**src/rtl/div_ctrl_pkg.sv**
```systemverilog
// Shared definitions for the iterative divider: FSM state encodings,
// default operand width and derived widths.
package div_ctrl_pkg;

   localparam int DIV_DATA_W   = 32;
   localparam int DIV_RESULT_W = 2 * DIV_DATA_W;

   typedef enum logic [1:0] {
      DIV_IDLE = 2'b00,
      DIV_ZERO = 2'b01,
      DIV_ON   = 2'b10,
      DIV_END  = 2'b11
   } div_state_e;

   // Iteration counter width for a given operand width.
   function automatic int div_cnt_w(input int data_w);
      return $clog2(data_w) + 1;
   endfunction

endpackage

```
**src/rtl/div_step.sv**
```systemverilog
// One radix-2 restoring division iteration (purely combinational).
// Shifts the next dividend bit into the partial remainder, trial-subtracts
// the divisor and keeps the difference only when it is non-negative.
module div_step
   import div_ctrl_pkg::*;
#(
   parameter int DATA_W = DIV_DATA_W
) (
   input  logic [DATA_W-1:0] rem_in,
   input  logic              dvd_bit,
   input  logic [DATA_W-1:0] dvs,
   output logic [DATA_W-1:0] rem_out,
   output logic              quo_bit
);

   logic [DATA_W:0] shifted;
   logic [DATA_W:0] diff;

   assign shifted = {rem_in, dvd_bit};
   assign diff    = shifted - {1'b0, dvs};

   // A clear borrow bit means the divisor fits: keep the difference.
   // Otherwise the shifted remainder is below the divisor, so it still
   // fits in DATA_W bits and is kept as is.
   assign quo_bit = ~diff[DATA_W];
   assign rem_out = quo_bit ? diff[DATA_W-1:0] : shifted[DATA_W-1:0];

endmodule

```
**src/rtl/div_ctrl.sv**
```systemverilog
// EX-stage DIV/DIVU sequencer: one restoring step per cycle, with sign
// fix-up applied as the result is loaded into END.
// Optional build macro DIV_ZERO_FAST_EN: a zero divisor takes a one-cycle
// ZERO detour and returns {0, 0} instead of running the full iteration.
module div_ctrl
   import div_ctrl_pkg::*;
#(
   parameter int DATA_W = DIV_DATA_W
) (
   input  logic                clk,
   input  logic                rst_n,
   input  logic                start,
   input  logic                signed_div,
   input  logic [DATA_W-1:0]   opdata1,
   input  logic [DATA_W-1:0]   opdata2,
   input  logic                annul,
   output logic [2*DATA_W-1:0] result,
   output logic                ready,
   output logic                stallreq
);

   localparam int              CNT_W    = div_cnt_w(DATA_W);
   localparam logic [CNT_W-1:0] LAST_CNT = CNT_W'(DATA_W - 1);

   div_state_e          state_reg, state_next;
   logic [CNT_W-1:0]    cnt_reg, cnt_next;
   logic [DATA_W-1:0]   rem_reg, rem_next;
   logic [DATA_W-1:0]   quo_reg, quo_next;      // dividend bits shift out, quotient bits shift in
   logic [DATA_W-1:0]   dvs_reg, dvs_next;
   logic                neg_quo_reg, neg_quo_next;
   logic                neg_rem_reg, neg_rem_next;
   logic [2*DATA_W-1:0] result_reg, result_next;

   logic [DATA_W-1:0]   step_rem;
   logic                step_q;
   logic [DATA_W-1:0]   fin_quo;
   logic [DATA_W-1:0]   op1_mag;
   logic [DATA_W-1:0]   op2_mag;

   function automatic logic [DATA_W-1:0] negate(input logic [DATA_W-1:0] v);
      return ~v + {{(DATA_W-1){1'b0}}, 1'b1};
   endfunction

   div_step #(.DATA_W(DATA_W)) u_step (
      .rem_in  (rem_reg),
      .dvd_bit (quo_reg[DATA_W-1]),
      .dvs     (dvs_reg),
      .rem_out (step_rem),
      .quo_bit (step_q)
   );

   // Magnitudes for signed ops; the most negative value maps to 2^(W-1) unsigned.
   assign op1_mag = (signed_div && opdata1[DATA_W-1]) ? negate(opdata1) : opdata1;
   assign op2_mag = (signed_div && opdata2[DATA_W-1]) ? negate(opdata2) : opdata2;
   assign fin_quo = {quo_reg[DATA_W-2:0], step_q};
   assign result  = result_reg;

   // State and datapath registers, cleared immediately by reset.
   always_ff @(posedge clk or negedge rst_n) begin
      if (!rst_n) begin
         state_reg   <= DIV_IDLE;
         cnt_reg     <= '0;
         rem_reg     <= '0;
         quo_reg     <= '0;
         dvs_reg     <= '0;
         neg_quo_reg <= 1'b0;
         neg_rem_reg <= 1'b0;
         result_reg  <= '0;
      end else begin
         state_reg   <= state_next;
         cnt_reg     <= cnt_next;
         rem_reg     <= rem_next;
         quo_reg     <= quo_next;
         dvs_reg     <= dvs_next;
         neg_quo_reg <= neg_quo_next;
         neg_rem_reg <= neg_rem_next;
         result_reg  <= result_next;
      end
   end

   // Next-state, datapath update and handshake outputs.
   always_comb begin
      state_next   = state_reg;
      cnt_next     = cnt_reg;
      rem_next     = rem_reg;
      quo_next     = quo_reg;
      dvs_next     = dvs_reg;
      neg_quo_next = neg_quo_reg;
      neg_rem_next = neg_rem_reg;
      result_next  = result_reg;
      ready        = 1'b0;
      stallreq     = 1'b0;

      case (state_reg)
         DIV_IDLE: begin
            result_next = '0;
            cnt_next    = '0;
            if (start && !annul) begin
               stallreq     = 1'b1;
               rem_next     = '0;
               quo_next     = op1_mag;
               dvs_next     = op2_mag;
               neg_quo_next = signed_div & (opdata1[DATA_W-1] ^ opdata2[DATA_W-1]);
               neg_rem_next = signed_div & opdata1[DATA_W-1];
`ifdef DIV_ZERO_FAST_EN
               if (opdata2 == '0) state_next = DIV_ZERO;
               else               state_next = DIV_ON;
`else
               state_next = DIV_ON;
`endif
            end
         end

         DIV_ZERO: begin
            stallreq = 1'b1;
            if (annul) begin
               state_next = DIV_IDLE;
            end else begin
               state_next  = DIV_END;
               result_next = '0;
            end
         end

         DIV_ON: begin
            stallreq = 1'b1;
            if (annul) begin
               state_next = DIV_IDLE;
            end else begin
               rem_next = step_rem;
               quo_next = fin_quo;
               cnt_next = cnt_reg + CNT_W'(1);
               if (cnt_reg == LAST_CNT) begin
                  state_next  = DIV_END;
                  result_next = {neg_rem_reg ? negate(step_rem) : step_rem,
                                 neg_quo_reg ? negate(fin_quo)  : fin_quo};
               end
            end
         end

         DIV_END: begin
            ready = 1'b1;
            if (!start) begin
               state_next  = DIV_IDLE;
               result_next = '0;
            end
         end

         default: begin
            state_next = DIV_IDLE;
         end
      endcase
   end

endmodule
```
**config.mk**
```make
export PLATFORM = sky130hd
export DESIGN_NAME = div_ctrl
export DESIGN_NICKNAME = d
export VERILOG_FILES = /design/src/rtl/div_ctrl_pkg.sv /design/src/rtl/div_step.sv /design/src/rtl/div_ctrl.sv
export SDC_FILE = /design/constraint.sdc
export NUM_CORES = 1
export LEC_CHECK = 0
export ABC_AREA = 1
export ABC_CLOCK_PERIOD_IN_PS = 3400
export CORE_MARGIN = 2
export CORE_UTILIZATION = 50
export DETAILED_ROUTE_END_ITERATION = 8
export GPL_TIMING_DRIVEN = 0
export PLACE_DENSITY = 0.7
export SETUP_SLACK_MARGIN = 0.5
export SLEW_MARGIN = 20
export SYNTH_ARGS = -nofsm -noshare
export SYNTH_HDL_FRONTEND = slang
export SYNTH_HIERARCHICAL = 1
export SYNTH_SLANG_ARGS = --single-unit
export TNS_END_PERCENT = 10
```
**constraint.sdc**
```tcl
create_clock -name clk -period 3.4 [get_ports clk]
set_input_delay 0.68 -clock clk [delete_from_list [all_inputs] [get_ports clk]]
set_output_delay 0.68 -clock clk [all_outputs]
set_load 0.01 [all_outputs]
```
==> results of run 1 <==
[layer usage]
metal	GRT usage, %	share of wire, %	vias up
li1	-	-	7374
met1	45.0	42	7130
met2	57.0	46	700
met3	4.99	7.1	142
met4	15.3	4.5	0
met5	0	0	-
[worst max-delay path: cells and delay by family (launching register included)]
family        cells  cell delay (ns)
fa+ha+maj         3             0.73
buf+inv           5             0.38
simple gates     19             1.74
flops             1             0.36
[placed cells by master (no fill, tap or decap), drive strengths merged]
| cell | n |
|---|---|
| dlygate4sd2 | 1 |
| nor2 | 181 |
| clkdlybuf4s50 | 132 |
| a21oi | 84 |
| dfrtp | 170 |
| buf | 92 |
| xor2 | 36 |
| clkbuf | 33 |
| fa | 1 |
| a22oi | 1 |
| a21o | 1 |
| o211ai | 6 |
| nand2 | 887 |
| nand4 | 32 |
| ha | 42 |
| or2 | 8 |
| nand3 | 206 |
| o31ai | 24 |
| clkinv | 12 |
| o21ai | 117 |
| and3 | 4 |
| o21bai | 9 |
| inv | 302 |
| and2 | 4 |
| nand3b | 6 |
| a2bb2oi | 1 |
| nor3 | 19 |
| nor4 | 1 |
| a31oi | 2 |
| o21a | 1 |
| xnor2 | 7 |
[layout make-up]
class | instances | share of cell area [%]
buffer | 61 | 2.46
clock buffer | 17 | 2.45
clock inverter | 15 | 1.28
inverter | 299 | 6.55
multi-input combinational | 1680 | 50.3
sequential | 170 | 24.6
tap | 341 | 2.46
timing repair buffer | 180 | 9.91
[how the worst max path moves through the flow]
stage | depth (start not counted) | end | from | slack [ns]
finish | 27 | result[58]$_DFFE_PN0P_ | quo_reg[31]$_DFFE_PN0P_ | 0.07
global route | 26 | result[58]$_DFFE_PN0P_ | dvs_reg[9]$_DFFE_PN0P_ | -0.14
CTS | 27 | result[58]$_DFFE_PN0P_ | quo_reg[31]$_DFFE_PN0P_ | 0.20
detailed placement | 27 | result[58]$_DFFE_PN0P_ | quo_reg[31]$_DFFE_PN0P_ | -0.19
global placement | 1 | quo_reg[10]$_DFFE_PN0P_ | rst_n | -5.59
floorplan | 27 | result[62]$_DFFE_PN0P_ | quo_reg[31]$_DFFE_PN0P_ | 0.37
[logic make-up (layout without fill, tap and decap cells)]
kind of cell | count (synthesis) | in the layout | share of synthesized area [%]
AO/OA/AOI/OAI | 246 | 246 | 10.4
XOR/XNOR | 43 | 43 | 2.74
adder cells (fa/ha/maj) | 43 | 43 | 3.98
buffers and inverters | 360 | 572 | 11.2
flip-flops | 170 | 170 | 31.0
AND/OR/NAND/NOR | 1348 | 1348 | 40.7
[through the flow]
step	setup slack, ns	hold slack (ns)	utilization (%)
floorplan	0.366	0.384	-
global placement	-5.59	0.447	57.6
detailed placement	-0.188	0.455	57.7
CTS	0.201	0.214	63.3
global route	-0.139	0.261	64.3
finish	0.0691	0.209	64.3
[repair_timing]
item / CTS / global route
setup endpoints to repair: 60 / 68
gates cloned: 1 / 0
pin swaps: 32 / 28
setup buffers: 30 / 14
gates resized for setup: 131 / 47
==> results by group, run 1 <==
Status
  – Status: complete, no violations

Worst setup path
  – Worst-path fanout max: 6
  – R2R depth: 27
  – Startpoint Class: flip-flop
  – Reg2reg start: quo_reg[31]$_DFFE_PN0P_
  – WP data required: 3.75 ns
  – CP max stage delay: 0.41 ns
  – Slowest CP cell: fa_2
  – FF-to-FF End: result[58]$_DFFE_PN0P_
  – R2R Setup Slk: 0.07 ns
  – Critical Path Sink Type: flip-flop
  – Critical Path Most Common Cell: nand2_4
  – WS Path Type: reg -> reg
  – WP data arrival: 3.68 ns

Logic synthesis
  – Mean Syn Cell Area: 6.21 um^2
  – Cells after synthesis: 2210
  – Synth cell types: 45
  – Area contributors post-synth: dfrtp_1, nand2_1, inv_1
  – Most frequent cell after synthesis: nand2_1
  – Yosys top cell by area: dfrtp_1
  – Predominant post-synthesis flop cell: dfrtp_1
  – Yosys warns: 6
  – Synth Register Bits: 170
  – Number of synthesized flops with an enable pin: 0
  – Most frequent cells after synthesis: nand2_1, inv_1, nand3_1
  – Sequential cell area fraction in the yosys report: 31.0%
  – Asr flop ratio synth: 100%
  – Synth Cell Area: 0.0137 mm^2
  – Share of the synthesized area in the top cell type: 31.0%
  – Syn Nets: 2322

Place
  – # port buffers: 134
  – Dpl hpwl: 37.6 mm
  – Post-Place Cells: 2686
  – Placed cell areas: 0.0156 mm^2
  – GPL Wtd Cong: 0.968

Drt
  – Routed wire length: 49.3 mm
  – # DRC: 0
  – Routed vias: 15300
  – DRT iter0 DRCs: 1403
  – Drt via density: 5.55
  – DRT Pass-1 Iters: 6
  – Routed WL per cell: 17.8 um
  – Final ANT Viol Nets: 0

Global routing
  – GRT Total Usage: 34.5%
  – Vias in the first global route: 14700
  – GRT overflow: 0
  – First-pass GRT wire length: 77.3 mm
  – Largest net degree at the start of global routing: 100
  – Antenna violations before repair: 0

Die
  – Die footprint: 0.0288 mm^2
  – Core box area: 0.0270 mm^2
  – Chip Height: 170 um
  – Starting density of the core: 50.9%
  – FP Rows: 60
  – # IOs: 135
  – Die Span X: 170 um

Clock network
  – Worst skew pair latency: 0.46 ns
  – Num CTS Buffers: 17
  – CTS Root Cell: clkbuf_16
  – Clock Path Buffers: 2
  – CTS tree: yes
  – Htree depth: 4
  – Clk slew on worst S/H paths: 0.09 ns
  – Sinks on Clock Net: 170
  – Hold buffer count at cts: 0

Finish
  – Layout cells sized above 1: 13.0%
  – Final net count: 2521
  – Max FFs per register: 64
  – Non-Filler Instances: 2763
  – Fillers: 2482
  – Area of the multi-input gates: 0.00872 mm^2
  – Post-Layout Inst Area: 0.0173 mm^2
  – Reg area: 0.00426 mm^2
  – Area grow syn2layout: 26.3%
  – ANT cells: 0

STA
  – Setup Viol. Count Final: 0
  – Normalized max-slew margin: 54.0%
  – Final Hold Fails: 0
  – Clock Skew: 0.0273 ns
  – Final min period: 3.33 ns
  – Final Max Tran Viols: 0
  – RSZ-0062 raised after global routing: true
  – Fin crit share: 98.0%
  – Setup TNS: 0 ns
  – Slew of the pin with the lowest slew margin: 0.690 ns
  – Fmax: 300 MHz

Worst hold path
  – Worst min path class: in -> async

Run
  – Max Cap Viol: 0
Power of run 1 is not shown: default switching activity piles up to over one toggle a cycle in this logic, so the estimate is an artifact.
==> inputs of run 2 (changes only) <==
--- a/config.mk
+++ b/config.mk
@@ -13,7 +13,6 @@
 export GPL_TIMING_DRIVEN = 0
 export PLACE_DENSITY = 0.7
 export SETUP_SLACK_MARGIN = 0.5
-export SLEW_MARGIN = 20
 export SYNTH_ARGS = -nofsm -noshare
 export SYNTH_HDL_FRONTEND = slang
 export SYNTH_HIERARCHICAL = 1
==> run 2 against run 1 <==
Against the previous run:
- non-clock buffer count shrank 7
- clock-buffer cell count is the same
- critical path depth did not move
- hold slack got worse by 0.024 ns
- core utilization down 0.22 points
- maximum frequency rose by 0.24%
- die area unchanged
- final cell count fell by 0.25%
- register-to-register slack hardly changed
- largest cell class unchanged
==> results by group, run 2 (synthesis gave the netlist of run 1 again) <==
Status
  – Status: complete, no violations

Finish
  – Area grow syn2layout: 25.9%
  – Final net count: 2514
  – Layout cells sized above 1: 13.4%
  – Max FFs per register: 64
  – Most common cell after layout, fill and taps aside: nand2_1
  – Commonest non-fill, non-tap cells in the layout: nand2_1, inv_1, nand3_1
  – Fillers: 2556
  – ANT cells: 0

Worst setup path
  – WP data arrival: 3.66 ns
  – R2R Setup Slk: 0.08 ns
  – Worst-path fanout max: 6
  – CP max stage delay: 0.41 ns
  – Critical Path Sink Type: flip-flop
  – Slowest CP cell: fa_2
  – WS Path Type: reg -> reg
  – WP data required: 3.73 ns
  – Startpoint Class: flip-flop

Die
  – FP Rows: 60
  – # IOs: 135
  – Core box area: 0.0270 mm^2
  – Die footprint: 0.0288 mm^2
  – Starting density of the core: 50.9%
  – Die Span X: 170 um
  – Chip Height: 170 um

STA
  – Final Hold Fails: 0
  – Fin crit share: 97.7%
  – Slew of the pin with the lowest slew margin: 0.775 ns
  – Normalized max-slew margin: 48.3%
  – RSZ-0062 raised after global routing: true
  – Hold WS: 0.186 ns
  – Clock Skew: 0.00980 ns
  – Setup TNS: 0 ns
  – Final Max Tran Viols: 0
  – Final min period: 3.32 ns
  – Setup Viol. Count Final: 0
  – Fmax: 301 MHz

Drt
  – # DRC: 0
  – Drt via density: 5.49
  – DRT Pass-1 Iters: 6
  – Routed vias: 15100
  – Routed WL per cell: 17.4 um
  – DRT iter0 DRCs: 1302
  – Final ANT Viol Nets: 0
  – Routed wire length: 48.0 mm

Clock network
  – Sinks on Clock Net: 170
  – CTS Root Cell: clkbuf_16
  – Hold buffer count at cts: 0
  – Num CTS Buffers: 17
  – Worst skew pair latency: 0.45 ns
  – Clk slew on worst S/H paths: 0.08 ns
  – CTS tree: yes
  – Clock Path Buffers: 2
  – Htree depth: 4

Worst hold path
  – Worst min path class: in -> async

Global routing
  – First-pass GRT wire length: 75.8 mm
  – GRT overflow: 0
  – Antenna violations before repair: 0
  – Vias in the first global route: 14500
  – GRT Total Usage: 33.8%
  – Largest net degree at the start of global routing: 101

Place
  – GPL Wtd Cong: 0.968
  – # port buffers: 134
  – Dpl hpwl: 37.8 mm

Run
  – Max Cap Viol: 0
run 2: routing by layer:
layer  routed length [um]  track usage (%)
met5                    0                0
met4                 2290             15.3
met1                20400             44.4
met2                22000             55.4
met3                 3310             5.11
run 2: repair_timing:
| action | 4_1_cts | 5_1_grt |
|---|---|---|
| gates cloned | 0 | 0 |
| buffers inserted | 22 | 16 |
| endpoints found under the setup margin | 60 | 64 |
| pin swaps | 22 | 51 |
| gates resized for setup | 117 | 88 |
run 2: area by class of cell:
class                   count  area (um^2)  share of cell area, %
repair buffers            173         1670                   9.66
multi-input cells        1680         8800                   50.9
inverters                 299         1140                   6.58
clock inverters            15          149                  0.862
flip-flops and latches    170         4260                   24.6
well taps                 341          427                   2.47
clock buffers              17          425                   2.46
plain buffers              61          414                   2.40
run 2: critical path: cells and delay by family (launching register included):
kind | cells | cell delay [ns]
adders and majority gates | 3 | 0.73
DFF | 1 | 0.36
and+or+nand+nor | 19 | 1.71
buffers and inverters | 5 | 0.38
run 2: final timing paths:
check	cells after the start	startpoint	endpoint
setup / recovery	27	quo_reg[31]$_DFFE_PN0P_	result[54]$_DFFE_PN0P_
hold / removal	1	rst_n	dvs_reg[27]$_DFFE_PN0P_
setup reg to reg	27	quo_reg[31]$_DFFE_PN0P_	result[54]$_DFFE_PN0P_
hold reg to reg	1	cnt_reg[5]$_DFFE_PN0P_	cnt_reg[5]$_DFFE_PN0P_
max in group asynchronous	2	rst_n	quo_reg[16]$_DFFE_PN0P_
min in group clk	1	cnt_reg[5]$_DFFE_PN0P_	cnt_reg[5]$_DFFE_PN0P_
run 2: stage by stage:
step / cells / instance area (um^2) / utilization (%) / setup WS, ns
2_1_floorplan: 2210 / 13800 / - / 0.366
3_3_place_gp: 2685 / 15500 / 57.6 / -5.59
3_5_place_dp: 2686 / 15600 / 57.7 / -0.172
4_1_cts: 2740 / 16900 / 62.6 / 0.212
5_1_grt: 2756 / 17300 / 64.1 / -0.0884
6_report: 2756 / 17300 / 64.1 / 0.0771
Power of run 2 is left out for the same reason.
